$ cat src/rtl/seq_pattern_detector.sv
// Serial bit-pattern detector: shifts a qualified stream into a PAT_W-bit history and
// compares it against NUM_PAT programmable slots. Define SEQDET_MASK_EN for per-slot don't-care masks.
`timescale 1ns/1ps
module seq_pattern_detector #(
  parameter int unsigned PAT_W   = 4,
  parameter int unsigned NUM_PAT = 2,
  parameter int unsigned ID_W    = 1,
  parameter int unsigned CNT_W   = 8
) (
  input  logic             clock,
  input  logic             reset,
  input  logic             bit_valid,
  input  logic             bit_in,
  input  logic             overlap,
  input  logic             clear,
  input  logic             cfg_we,
  input  logic [ID_W-1:0]  cfg_sel,
  input  logic [PAT_W-1:0] cfg_pattern,
  input  logic             cfg_en,
`ifdef SEQDET_MASK_EN
  input  logic [PAT_W-1:0] cfg_mask,
`endif
  output logic             match,
  output logic [ID_W-1:0]  match_id,
  output logic [CNT_W-1:0] match_count,
  output logic [PAT_W-1:0] history,
  output logic             primed
);

  localparam int unsigned FILL_W = $clog2(PAT_W + 1);

  logic [PAT_W-1:0]  pat_q [NUM_PAT];
  logic [NUM_PAT-1:0] en_q;
`ifdef SEQDET_MASK_EN
  logic [PAT_W-1:0]  mask_q [NUM_PAT];
`endif
  logic [FILL_W-1:0] fill;

  logic [PAT_W-1:0]  next_hist_c;
  logic [PAT_W-1:0]  hist_nxt_c;
  logic [FILL_W-1:0] fill_nxt_c;
  logic [ID_W-1:0]   hit_id_c;
  logic              hit_any_c;
  logic              cfg_ok_c;
  logic              full_c;
  logic              event_c;

  // Slot compare against the history as it will look after this bit; lowest index wins.
  always_comb begin
    next_hist_c = {history[PAT_W-2:0], bit_in};
    cfg_ok_c    = cfg_we && (32'(cfg_sel) < NUM_PAT);
    full_c      = (32'(fill) + 32'd1) >= PAT_W;
    hit_any_c   = 1'b0;
    hit_id_c    = '0;
    for (int i = int'(NUM_PAT) - 1; i >= 0; i--) begin
`ifdef SEQDET_MASK_EN
      if (en_q[i] && ((next_hist_c & ~mask_q[i]) == (pat_q[i] & ~mask_q[i]))) begin
`else
      if (en_q[i] && (next_hist_c == pat_q[i])) begin
`endif
        hit_any_c = 1'b1;
        hit_id_c  = ID_W'(i);
      end
    end
    event_c = bit_valid && hit_any_c && full_c && !cfg_ok_c && !clear;
  end

  // Next history/fill: a non-overlapping match or a slot rewrite restarts the fill.
  always_comb begin
    hist_nxt_c = history;
    fill_nxt_c = fill;
    if (bit_valid) begin
      if (event_c && !overlap) begin
        hist_nxt_c = '0;
        fill_nxt_c = '0;
      end else begin
        hist_nxt_c = next_hist_c;
        fill_nxt_c = (fill == FILL_W'(PAT_W)) ? fill : fill + FILL_W'(1);
      end
    end
    if (cfg_ok_c) begin
      fill_nxt_c = '0;
    end
    if (clear) begin
      hist_nxt_c = '0;
      fill_nxt_c = '0;
    end
  end

  always_ff @(posedge clock or negedge reset) begin
    if (!reset) begin
      history     <= '0;
      fill        <= '0;
      primed      <= 1'b0;
      match       <= 1'b0;
      match_id    <= '0;
      match_count <= '0;
    end else begin
      history <= hist_nxt_c;
      fill    <= fill_nxt_c;
      primed  <= (fill_nxt_c == FILL_W'(PAT_W));
      match   <= event_c;
      if (clear) begin
        match_count <= '0;
      end else if (event_c) begin
        match_id <= hit_id_c;
        if (match_count != {CNT_W{1'b1}}) begin
          match_count <= match_count + CNT_W'(1);
        end
      end
    end
  end

  // Pattern slot storage; writes are blocked while clear is asserted.
  always_ff @(posedge clock or negedge reset) begin
    if (!reset) begin
      en_q <= '0;
      for (int i = 0; i < int'(NUM_PAT); i++) begin
        pat_q[i] <= '0;
`ifdef SEQDET_MASK_EN
        mask_q[i] <= '0;
`endif
      end
    end else if (cfg_ok_c && !clear) begin
      for (int i = 0; i < int'(NUM_PAT); i++) begin
        if (cfg_sel == ID_W'(i)) begin
          pat_q[i] <= cfg_pattern;
          en_q[i]  <= cfg_en;
`ifdef SEQDET_MASK_EN
          mask_q[i] <= cfg_mask;
`endif
        end
      end
    end
  end

endmodule

$ cat config.mk
export PLATFORM = sky130hd
export DESIGN_NAME = seq_pattern_detector
export DESIGN_NICKNAME = d
export VERILOG_FILES = /design/src/rtl/seq_pattern_detector.sv
export SDC_FILE = /design/constraint.sdc
export NUM_CORES = 1
export LEC_CHECK = 0
export CORE_MARGIN = 2
export CORE_UTILIZATION = 47
export CTS_BUF_LIST = sky130_fd_sc_hd__clkbuf_8
export DETAILED_ROUTE_END_ITERATION = 7
export GPL_TIMING_DRIVEN = 1
export PLACE_DENSITY = 0.74
export SETUP_SLACK_MARGIN = 0.4
export SLEW_MARGIN = 5
export SYNTH_ARGS = -nofsm -noshare
export SYNTH_HDL_FRONTEND = slang
export SYNTH_SLANG_ARGS = --single-unit
$ cat constraint.sdc
create_clock -name clock -period 6.9 [get_ports clock]
set_clock_uncertainty 0.1 [all_clocks]
set_input_delay 1.38 -clock clock [delete_from_list [all_inputs] [get_ports clock]]
set_output_delay 1.38 -clock clock [all_outputs]
set_load 0.01 [all_outputs]
# --- Yosys cells after proc, flatten, opt, wreduce, memory -nomap -nowiden ---
# Index checks and enable logic that the tools add are counted.
op_classes:
  addsub: 3
  n_eq_ne: 5
  n_lt_le_gt_ge: 1
  n_reduce_logical: 18
  n_mux: 14
  n_bitwise: 2
ops:
  columns: ["cell", "count"]
  rows:
  - ["2-to-1 mux 8 bit", 3]
  - ["2-to-1 mux 3 bit", 5]
  - ["2-to-1 mux 4 bit", 3]
  - ["adder 8 x 1 -> 8 bit, second input constant", 1]
  - ["== test 4 bit", 2]
  - ["logical AND 1 bit", 8]
  - ["inequality test 8 bit, second input constant", 1]
  - ["AND reduction 2 bit", 4]
  - ["== test 3 bit, second input constant", 2]
  - ["nonzero test 2 bit", 3]
  - ["adder 3 x 1 -> 4 bit, second input constant", 1]
  - ["greater-or-equal comparator 4 x 3 -> 1 bit, second input constant", 1]
  - ["adder 3 x 1 -> 3 bit, second input constant", 1]
  - ["logical NOT 1 bit", 3]
  - ["2-to-1 mux 1 bit", 3]
  - ["inverter 1 bit", 2]
word_totals:
  output_inout_bits: 15
  input_bits: 13
  wordCells: 53
  reg_bits: 28

# --- Logic depth before layout (Yosys ltp) ---
# Gate-level depths: netlist of the first run.
logic_depth:
  depth_word: 14
  mapped_depth: 8
  mapped_depth_nobuf: 7

# --- Least setup slack after synthesis of the first run ---
# No wires, ideal clock.
synth_timing:
  path_kind: "input-to-reg"
  from: "input bit_valid"
  to: "register match_count[6]"
  slack_ns: 3.822
  t_required_ns: 6.722
  t_arrival_ns: 2.900
  cell_stages: 8
  n_path_buf: 2
  setup_time_ns: 0.078
  cell_sequence: "clkbuf_2 -> inv_1 -> a2111o_1 -> a41oi_1 -> o21ai_2 -> buf_4 -> or3_1 -> a21oi_1"
synth_between:
  elab_chain_cells: 6
synth_rtl:
  columns: ["element", "line", "rtl"]
  rows:
  - ["start, declared", "12", "input logic bit_valid,"]
  - ["logical AND 1 bit (4 in a row)", "65", "event_c = bit_valid && hit_any_c && full_c && !cfg_ok_c && !clear;"]
  - ["nonzero test 2 bit (no line)", null, null]
  - ["AND reduction 2 bit (no line)", null, null]
  - ["end signal, assigned", "108", "match_count <= match_count + CNT_W'(1);"]
  - ["end, declared", "25", "output logic [CNT_W-1:0] match_count,"]
# Every way passes these cells.
# A chain may end at the register's enable or synchronous reset.

# --- Worst setup path after layout of the first run ---
layout_timing:
  from: "input bit_valid"
  to: "register match_count[3]"
# The elaborated chain is that of the path after synthesis.

==> flow_metrics.py, run 1 <==
metrics = {
    "run_status": {
        "outcome": "finished clean",
    },
    "final_layout": {
        "fillers": 233,
        "diodes": 0,
        "fin_nets": 176,
        "layout-drive-gt1-share_pct": 10.7,
        "syn_to_final_growth_pct": 26.9,
    },
    "grt": {
        "grt_pass1_wl_um": 5110,
        "gr-usage-all-layers_pct": 19.8,
        "gr-total-overflow": 0,
        "grt_pass1_vias": 1131,
        "antenna_found_initial": 0,
        "grt_max_degree": 29,
    },
    "clocking": {
        "htreeDepth": 1,
        "root_buffer": "clkbuf_8",
        "numCtsBuffers": 3,
        "cts.sinks": 28,
        "hold_buffers": 0,
        "cts_resized": 0,
        "cts.path.max_buffers": 2,
        "cts_setup_buffers": 0,
        "cts.clk_slew.worst_paths_ns": 0.10,
        "cts_tree": "yes",
        "clock_latency_ns": 0.28,
    },
    "sta": {
        "setup_violations": 0,
        "hold_violations": 0,
        "finalSetupTns_ns": 0,
        "slew_viol_final": 0,
        "slew_headroom_pct": 42.2,
        "min_period_ns": 3.66,
        "holdWs_ns": 0.409,
        "fin_crit_sh_pct": 53.1,
        "worstMarginPinSlew_ns": 0.865,
        "rsz0062_at_grt": "false",
        "clock.fmax_mhz": 273,
    },
    "power": {
        "p_per_area_nw_per_um2": 206,
        "p_leak_nw": 0.732,
        "max-vdd-ir-drop_uv": 180,
    },
    "floorplanning": {
        "pin_count": 28,
        "fp.dieW_um": 58.2,
        "num_rows": 19,
        "core_area_um2": 2780,
        "die-area_um2": 3390,
        "die_h_um": 58.2,
        "start_util_pct": 49.7,
    },
    "route": {
        "vias_per_cell": 5.86,
        "wl_per_cell_um": 15.7,
        "dr.pass1.iters": 4,
        "ant_nets": 0,
        "wl_um": 2970,
        "drc": 0,
        "via_count": 1113,
        "drtIter0Drc": 43,
    },
    "yosys": {
        "yosysWarnings": 0,
        "yosysSeqAreaShare_pct": 50.7,
        "synth_top_family_by_area": "compound AO/OA/AOI/OAI gates",
        "synth_xor_area_share_pct": 4.43,
        "synth_top_cell_by_area": "dfrtp_1",
        "synthTopCellsByArea": "dfrtp_1, mux2_2, a21oi_1",
        "ys_ff_latch": 28,
        "synth_fp_nets": 146,
        "synth-edff-count": 0,
        "synth-simple-area-share_pct": 14.2,
        "synth_top_flop_cell": "dfrtp_1",
        "netlist_instances": 130,
        "async_flop_share_pct": 100,
        "netlist_area_um2": 1380,
        "muxShareOfSynthArea_pct": 8.87,
        "netlist.area_leader.share_pct": 50.7,
        "synth_compound_area_share_pct": 15.5,
        "synthAdderAreaFrac_pct": 2.71,
        "syn_area_per_cell_um2": 10.6,
        "synth.distinct_cells": 32,
    },
    "min_path": {
        "hold_start": "history[3]$_DFFE_PN0P_",
        "hp-class": "register to register",
        "worst_hold_path.endpoint": "history[3]$_DFFE_PN0P_",
        "worstHoldPathCells": 1,
    },
    "setup_path": {
        "worst_r2r_endpoint": "match_count[3]$_DFFE_PN0P_",
        "end_kind": "register",
        "critPathLaunchType": "input pin",
        "reg2reg_depth": 7,
        "cp_max_fo": 14,
        "r2r_slack_ns": 4.13,
        "worstPathRequired_ns": 7.00,
        "rr_startpoint": "fill[0]$_DFF_PN0_",
        "path_class": "input pin to register",
        "crit_arrival_ns": 3.76,
    },
    "flow_run": {
        "drv_cap": 0,
    },
    "placed_design": {
        "io_buffers": 27,
        "hpwlAfterDp_um": 2170,
        "globalplace.congestion": 0.787,
    },
}
-- Yosys cell counts (2+ instances only) --
master     n
o21ai_0    5
a22o_1     5
o31ai_1    3
xnor2_1    2
a21oi_1   10
nand3_1    4
mux2_2    10
inv_1      9
nand2_1    9
nor3_1     2
nand2b_1   3
xor2_1     5
or3_1      3
dfrtp_1   28
nor2_1    10
o311a_1    2
or4_1      2
ha_1       3
nor4_1     2
-- logic make-up (layout without fill, tap and decap cells) --
group,count (synthesis),in the layout
adders and majority gates,3,3
and+or+nand+nor,39,39
muxes,11,11
DFF,28,28
buffers and inverters,12,41
AOI/OAI and AO/OA,30,30
xor gates and xnor gates,7,7
-- power breakdown --
group          switching, mW  leakage, nW  total (mW)  internal [mW]
Clock                 0.0515       0.0357       0.129         0.0777
Combinational         0.0223        0.328      0.0467         0.0244
Sequential           0.00954        0.368       0.186          0.176
Total                 0.0834        0.732       0.362          0.278
-- sequential cells by signal (all words and copies together), names as in the netlist --
name,count
match_count,8
pat_q,8
history,4
fill,3
en_q,2
match,1
match_id,1
primed,1
-- area by class of cell --
type                    count  area (µm²)  area share (%)
well taps                  31        38.8            2.21
clock inverters             1        30.0            1.71
repair buffers             28         278            15.8
inverters                   9        33.8            1.93
clock buffers               3        41.3            2.35
flip-flops and latches     28         701            39.9
multi-input cells          90         632            36.0
-- cell usage in the layout, fill, tap and decap left out, drive strengths merged, types with 3 or more instances in the layout --
master         count
dfrtp             28
clkdlybuf4s50     27
nor2              10
a21oi             10
mux2              10
inv                9
nand2              9
o21ai              6
xor2               5
a22o               5
nand3              4
nand2b             3
o31ai              3
or3                3
ha                 3
clkbuf             3
-- critical path: stages --
cell and delay (ns):
clkdlybuf4s50_1 0.61, inv_1 0.07, a2111o_1 0.43, a41oi_1 0.29, o21ai_2 0.24, or4b_1 0.57, a21oi_1 0.16
-- per-stage QoR --
step           instance area (µm²)  power [mW]  setup WS, ns  cells  util [%]
5_1_grt                       1750       0.376          3.16    190      63.1
3_3_place_gp                  1680       0.232          3.18    186      60.5
4_1_cts                       1750       0.365          3.27    190      63.1
6_report                      1750       0.362          3.24    190      63.1
3_5_place_dp                  1680       0.235          3.05    186      60.5
2_1_floorplan                 1380       0.214          3.82    130         -
-- how the worst max path moves through the flow --
stage	endpoint	from	slack, ns
global route	match_count[3]$_DFFE_PN0P_	bit_valid	3.16
floorplan	match_count[6]$_DFFE_PN0P_	bit_valid	3.82
global placement	match_count[3]$_DFFE_PN0P_	bit_in	3.18
detailed placement	match_count[3]$_DFFE_PN0P_	bit_valid	3.05
finish	match_count[3]$_DFFE_PN0P_	bit_valid	3.24
CTS	match_count[3]$_DFFE_PN0P_	bit_valid	3.27
-- metal layers --
metal | track usage, % | share of wire, % | up-vias
met4 | 7.31 | 2.3 | 0
li1 | - | - | 525
met2 | 33.4 | 49 | 37
met1 | 25.6 | 44 | 543
met5 | 0 | 0 | -
met3 | 3.13 | 4.9 | 8
Power figures use the tool's default switching activity.
==> run 2, diff against run 1 <==
--- a/config.mk
+++ b/config.mk
@@ -10,7 +10,7 @@
 export CTS_BUF_LIST = sky130_fd_sc_hd__clkbuf_8
 export DETAILED_ROUTE_END_ITERATION = 7
 export GPL_TIMING_DRIVEN = 1
-export PLACE_DENSITY = 0.74
+export PLACE_DENSITY = 0.77
 export SETUP_SLACK_MARGIN = 0.4
 export SLEW_MARGIN = 5
 export SYNTH_ARGS = -nofsm -noshare
==> constraint.sdc (replaced) <==
create_clock -name clock -period 3 [get_ports clock]
set_clock_uncertainty 0.1 [all_clocks]
set_input_delay 0.6 -clock clock [delete_from_list [all_inputs] [get_ports clock]]
set_output_delay 0.6 -clock clock [all_outputs]
set_load 0.01 [all_outputs]
==> run 2 against run 1 <==
Non-clock buffer count increased by 8. First-iteration DRC count increased by 47%. Sequential cell count unchanged. Hold slack better by 0.010 ns. Critical path depth is the same. Cell area up 4.6%. Worst setup slack lost 2.7 ns. Combinational power grew to 2.6 times the previous value. Clock power up 79%. Sequential share of layout area down 1.7 points. Largest power group unchanged.
==> flow_metrics.py, run 2 (synthesis results as in run 1) <==
metrics = {
    "run_status": {
        "outcome": "finished clean",
    },
    "power": {
        "max-vdd-ir-drop_uv": 347,
        "p_leak_nw": 0.776,
        "p_total_mw": 0.778,
        "p_per_area_nw_per_um2": 424,
    },
    "route": {
        "ant_nets": 0,
        "via_count": 1124,
        "drtIter0Drc": 63,
        "wl_um": 2900,
        "dr.pass1.iters": 5,
        "vias_per_cell": 5.68,
        "drc": 0,
        "wl_per_cell_um": 14.6,
    },
    "sta": {
        "finalSetupTns_ns": 0,
        "slew_viol_final": 0,
        "setup_violations": 0,
        "hold_violations": 0,
        "min_period_ns": 2.48,
        "slew_headroom_pct": 74.8,
        "fin_crit_sh_pct": 82.7,
        "setup_ws_ns": 0.518,
        "rsz0062_at_grt": "false",
        "worstMarginPinSlew_ns": 0.378,
        "clock.fmax_mhz": 403,
    },
    "final_layout": {
        "reg.largest.list": "match_count (8), pat_q (8), history (4)",
        "seq_area_um2": 701,
        "layout_common_cells": "dfrtp_1, clkdlybuf4s50_1, nor2_1, a21oi_1, mux2_2",
        "instances_no_fill": 198,
        "final_common_cell": "dfrtp_1",
        "fin_nets": 184,
        "diodes": 0,
        "fillers": 236,
        "multiInputGateArea_um2": 666,
        "layout-drive-gt1-share_pct": 16.2,
        "syn_to_final_growth_pct": 32.7,
    },
    "placed_design": {
        "dp_worst_setup_slack_ns": 0.0890,
        "io_buffers": 27,
        "hpwlAfterDp_um": 2160,
        "placedCellCount": 193,
        "globalplace.congestion": 0.765,
    },
    "grt": {
        "grt_pass1_vias": 1065,
        "gr-usage-all-layers_pct": 18.1,
        "gr-total-overflow": 0,
        "grt_pass1_wl_um": 4690,
        "grt_max_degree": 29,
        "antenna_found_initial": 0,
    },
    "flow_run": {
        "drv_cap": 0,
    },
    "clocking": {
        "clock_latency_ns": 0.27,
        "cts.sinks": 28,
        "cts.clk_slew.worst_paths_ns": 0.09,
        "cts.path.max_buffers": 2,
        "hold_buffers": 0,
        "numCtsBuffers": 3,
        "htreeDepth": 1,
        "root_buffer": "clkbuf_8",
        "cts_tree": "yes",
    },
    "setup_path": {
        "path_class": "input pin to register",
        "worstPathRequired_ns": 3.10,
        "end_kind": "register",
        "critPathLaunchType": "input pin",
        "crit_arrival_ns": 2.58,
        "cp_max_fo": 9,
    },
    "floorplanning": {
        "die-area_um2": 3390,
        "start_util_pct": 49.7,
        "num_rows": 19,
        "fp.dieW_um": 58.2,
        "core_area_um2": 2780,
        "pin_count": 28,
        "die_h_um": 58.2,
    },
    "min_path": {
        "hp-class": "register to register",
    },
}
## run 2: metrics by stage
step	hold slack, ns	utilization [%]	cell area (µm²)
final	0.419	65.9	1830
after global routing	0.430	65.9	1830
after CTS	0.420	64.8	1800
after detailed placement	0.397	62.4	1740
after global placement	0.392	62.4	1740
after floorplan	0.204	-	1380
## run 2: timing repair
item                                    CTS  global route
pin swaps                                 0             2
resized for setup                         1             4
endpoints found under the hold margin     0             0
cloned                                    0             0
buffers inserted                          0             1
endpoints found under the setup margin    8             9
## run 2: worst paths after layout
kind | slack [ns] | endpoint | startpoint | depth (start not counted)
worst max-delay path | 0.52 | match_count[7]$_DFFE_PN0P_ | bit_valid | 7
worst min-delay path | 0.42 | history[3]$_DFFE_PN0P_ | history[3]$_DFFE_PN0P_ | 1
worst max register to register | 0.54 | match_count[7]$_DFFE_PN0P_ | fill[0]$_DFF_PN0_ | 7
worst min register to register | 0.42 | history[3]$_DFFE_PN0P_ | history[3]$_DFFE_PN0P_ | 1
max in group asynchronous | 1.94 | en_q[1]$_DFFE_PN0P_ | reset | 2
min in group asynchronous | 0.60 | primed$_DFF_PN0_ | reset | 2
## run 2: area by class of cell
cell class,count,area share (%)
flip-flops and latches,28,38.2
well taps,31,2.11
clock buffers,4,3.00
inverters,9,1.84
repair buffers,36,18.6
multi-input cells,90,36.3
## run 2: power by group
group          internal, mW  switching (mW)
clock network         0.117           0.114
logic                0.0650          0.0563
registers             0.405          0.0206
total                 0.588           0.191
## run 2: critical path, cell delays in order
cell and delay (ns):
clkdlybuf4s50_1 0.47, inv_1 0.04, a2111o_1 0.43, a41oi_2 0.25, o21ai_4 0.12, or4_1 0.47, a21oi_1 0.18
## run 2: metal layers
metal  up-vias  track usage, %  part of all wire, %
met5         -               0                    0
met4         0            4.98                  1.1
met3         4            3.13                  5.2
met2        38            31.8                   54
met1       544            23.0                   40
li1        538               -                    -
==> run 3, diff against run 2 <==
==> constraint.sdc (replaced) <==
create_clock -name clock -period 2.2 [get_ports clock]
set_clock_uncertainty 0.1 [all_clocks]
set_input_delay 0.44 -clock clock [delete_from_list [all_inputs] [get_ports clock]]
set_output_delay 0.44 -clock clock [all_outputs]
set_load 0.01 [all_outputs]
==> run 3 against run 2 <==
The run now ends with setup timing left. Clock power is 37% higher. Worst setup slack worse by 0.59 ns. Die area unchanged. Sequential cell count did not move. Register-to-register slack worse by 0.61 ns. Core utilization is 9.7 points higher. Combinational power increased by 67%. Global-route usage increased by 3.4 points. Largest cell class is now multi-input combinational cells. Highest routed layer unchanged.
==> flow_metrics.py, run 3 (synthesis results as in run 1) <==
metrics = {
    "route": {
        "ant_nets": 0,
        "drc": 0,
        "via_count": 1205,
        "wl_um": 3410,
        "drtIter0Drc": 23,
        "dr.pass1.iters": 4,
        "wl_per_cell_um": 15.8,
        "vias_per_cell": 5.58,
    },
    "sta": {
        "min_period_ns": 2.27,
        "worstMarginPinSlew_ns": 0.368,
        "fin_crit_sh_pct": 103,
        "hold_violations": 0,
        "setup_ws_ns": -0.0704,
        "rsz0062_at_grt": "true",
        "clock.fmax_mhz": 440,
        "slew_viol_final": 0,
        "setup_violations": 5,
        "slew_headroom_pct": 75.5,
        "finalSetupTns_ns": -0.241,
    },
    "floorplanning": {
        "pin_count": 28,
        "die_h_um": 58.2,
        "num_rows": 19,
        "start_util_pct": 49.7,
        "fp.dieW_um": 58.2,
        "die-area_um2": 3390,
        "core_area_um2": 2780,
    },
    "clocking": {
        "cts_tree": "yes",
        "clock_latency_ns": 0.28,
        "htreeDepth": 1,
        "cts.path.max_buffers": 2,
        "cts.sinks": 28,
        "cts.clk_slew.worst_paths_ns": 0.09,
        "numCtsBuffers": 3,
        "root_buffer": "clkbuf_8",
    },
    "flow_run": {
        "drv_cap": 0,
    },
    "grt": {
        "grt_pass1_vias": 1231,
        "antenna_found_initial": 0,
        "met2_usage_pct": 39.1,
        "grt_max_degree": 29,
        "gr-total-overflow": 0,
        "grt_busiest_layer": "met2",
        "grtUsageMet3_pct": 4.46,
        "grt_pass1_wl_um": 5440,
        "gr-usage-all-layers_pct": 21.5,
        "grtUsageMet1_pct": 23.9,
    },
    "power": {
        "sequentialPowerShare_pct": 52.9,
        "p_int_mw": 0.820,
        "p_sw_mw": 0.282,
        "p_per_area_nw_per_um2": 524,
        "clock_power_share_pct": 28.7,
        "max-vdd-ir-drop_uv": 530,
        "pwr-share-comb_pct": 18.4,
        "p_leak_nw": 0.982,
        "switching_share_pct": 25.6,
    },
    "final_layout": {
        "diodes": 0,
        "fillers": 186,
        "design_area_um2": 2100,
        "layout-drive-gt1-share_pct": 37.8,
        "syn_to_final_growth_pct": 52.1,
        "reg.largest.list": "match_count (8), pat_q (8), history (4)",
        "layout_common_cells": "dfrtp_1, buf_4, clkdlybuf4s50_1, mux2_2, nand2_1",
        "final_common_cell": "dfrtp_1",
        "fin_nets": 202,
    },
    "placed_design": {
        "hpwlAfterDp_um": 2240,
        "globalplace.congestion": 0.812,
        "dp_worst_setup_slack_ns": -0.361,
        "place_area_um2": 1790,
        "io_buffers": 27,
    },
    "min_path": {
        "hp-class": "input pin to register",
    },
    "setup_path": {
        "end_kind": "register",
        "cp_max_fo": 5,
        "worstPathRequired_ns": 2.31,
        "path_class": "register to register",
        "critPathLaunchType": "register",
        "crit_arrival_ns": 2.38,
    },
    "run_status": {
        "outcome": "finished with violations",
        "violations": "setup timing",
    },
}
==> run 3: changes by cell type in the layout (fill, tap and decap cells not counted), moves of 3 or more <==
cell	previous run	this run
clkdlybuf4s50_1	26	19
a21oi_1	10	6
dlygate4sd2_1	0	4
nor2_1	10	7
buf_4	9	23
a21oi_2	0	4
buf_6	0	4
==> run 3: layer usage <==
metal,vias to the layer above,share of wire (%)
li1,576,-
met1,588,41
met2,34,53
met3,7,4.1
met4,0,1.7
met5,-,0
==> run 3: repair_timing <==
item                       CTS  global route
buffers inserted            10             6
cloned                       0             0
pin swaps                    6             4
setup endpoints to repair   25            26
hold buffers                 0             0
resized for setup           20            19
==> run 3: per-stage QoR <==
stage	power [mW]	hold WS, ns	std cells	utilization (%)
after floorplan	0.681	0.0444	130	-
after global placement	0.749	0.391	196	64.3
after detailed placement	0.758	0.399	196	64.3
after CTS	1.09	0.421	210	71.3
after global routing	1.15	0.347	216	75.6
final	1.10	0.333	216	75.6
==> run 3: final timing paths <==
kind	endpoint	slack [ns]	from	depth (start not counted)
setup / recovery	match_count[3]$_DFFE_PN0P_	-0.07	fill[1]$_DFF_PN0_	7
hold / removal	history[0]$_DFFE_PN0P_	0.33	bit_in	2
setup reg to reg	match_count[3]$_DFFE_PN0P_	-0.07	fill[1]$_DFF_PN0_	7
hold reg to reg	en_q[0]$_DFFE_PN0P_	0.42	en_q[0]$_DFFE_PN0P_	1
max in group asynchronous	history[2]$_DFFE_PN0P_	1.26	reset	2
min in group asynchronous	fill[0]$_DFF_PN0_	0.44	reset	2
==> run 3: area by class of cell <==
type                       instances  area, µm²  area share (%)
multi-input combinational         90        787            37.4
timing repair buffer              54        485            23.1
sequential                        28        703            33.4
clock buffer                       4       55.1            2.62
tap                               31       38.8            1.84
inverter                           9       33.8            1.61
==> run 3: power groups by stage <==
stage / Combinational, mW / Clock (mW) / Sequential, mW
finish: 0.202 / 0.316 / 0.583
CTS: 0.185 / 0.326 / 0.580
floorplan: 0.0966 / 0 / 0.584
global route: 0.218 / 0.341 / 0.588
detailed placement: 0.166 / 0 / 0.592
global placement: 0.160 / 0 / 0.589
==> run 3: critical path, cell delays in order, from the launching register on <==
cell and delay (ns):
dfrtp_1 0.39, ha_2 0.20, and2_4 0.13, a2111o_1 0.42, a41oi_2 0.20, o21ai_2 0.13, or4b_4 0.50, a21oi_2 0.13
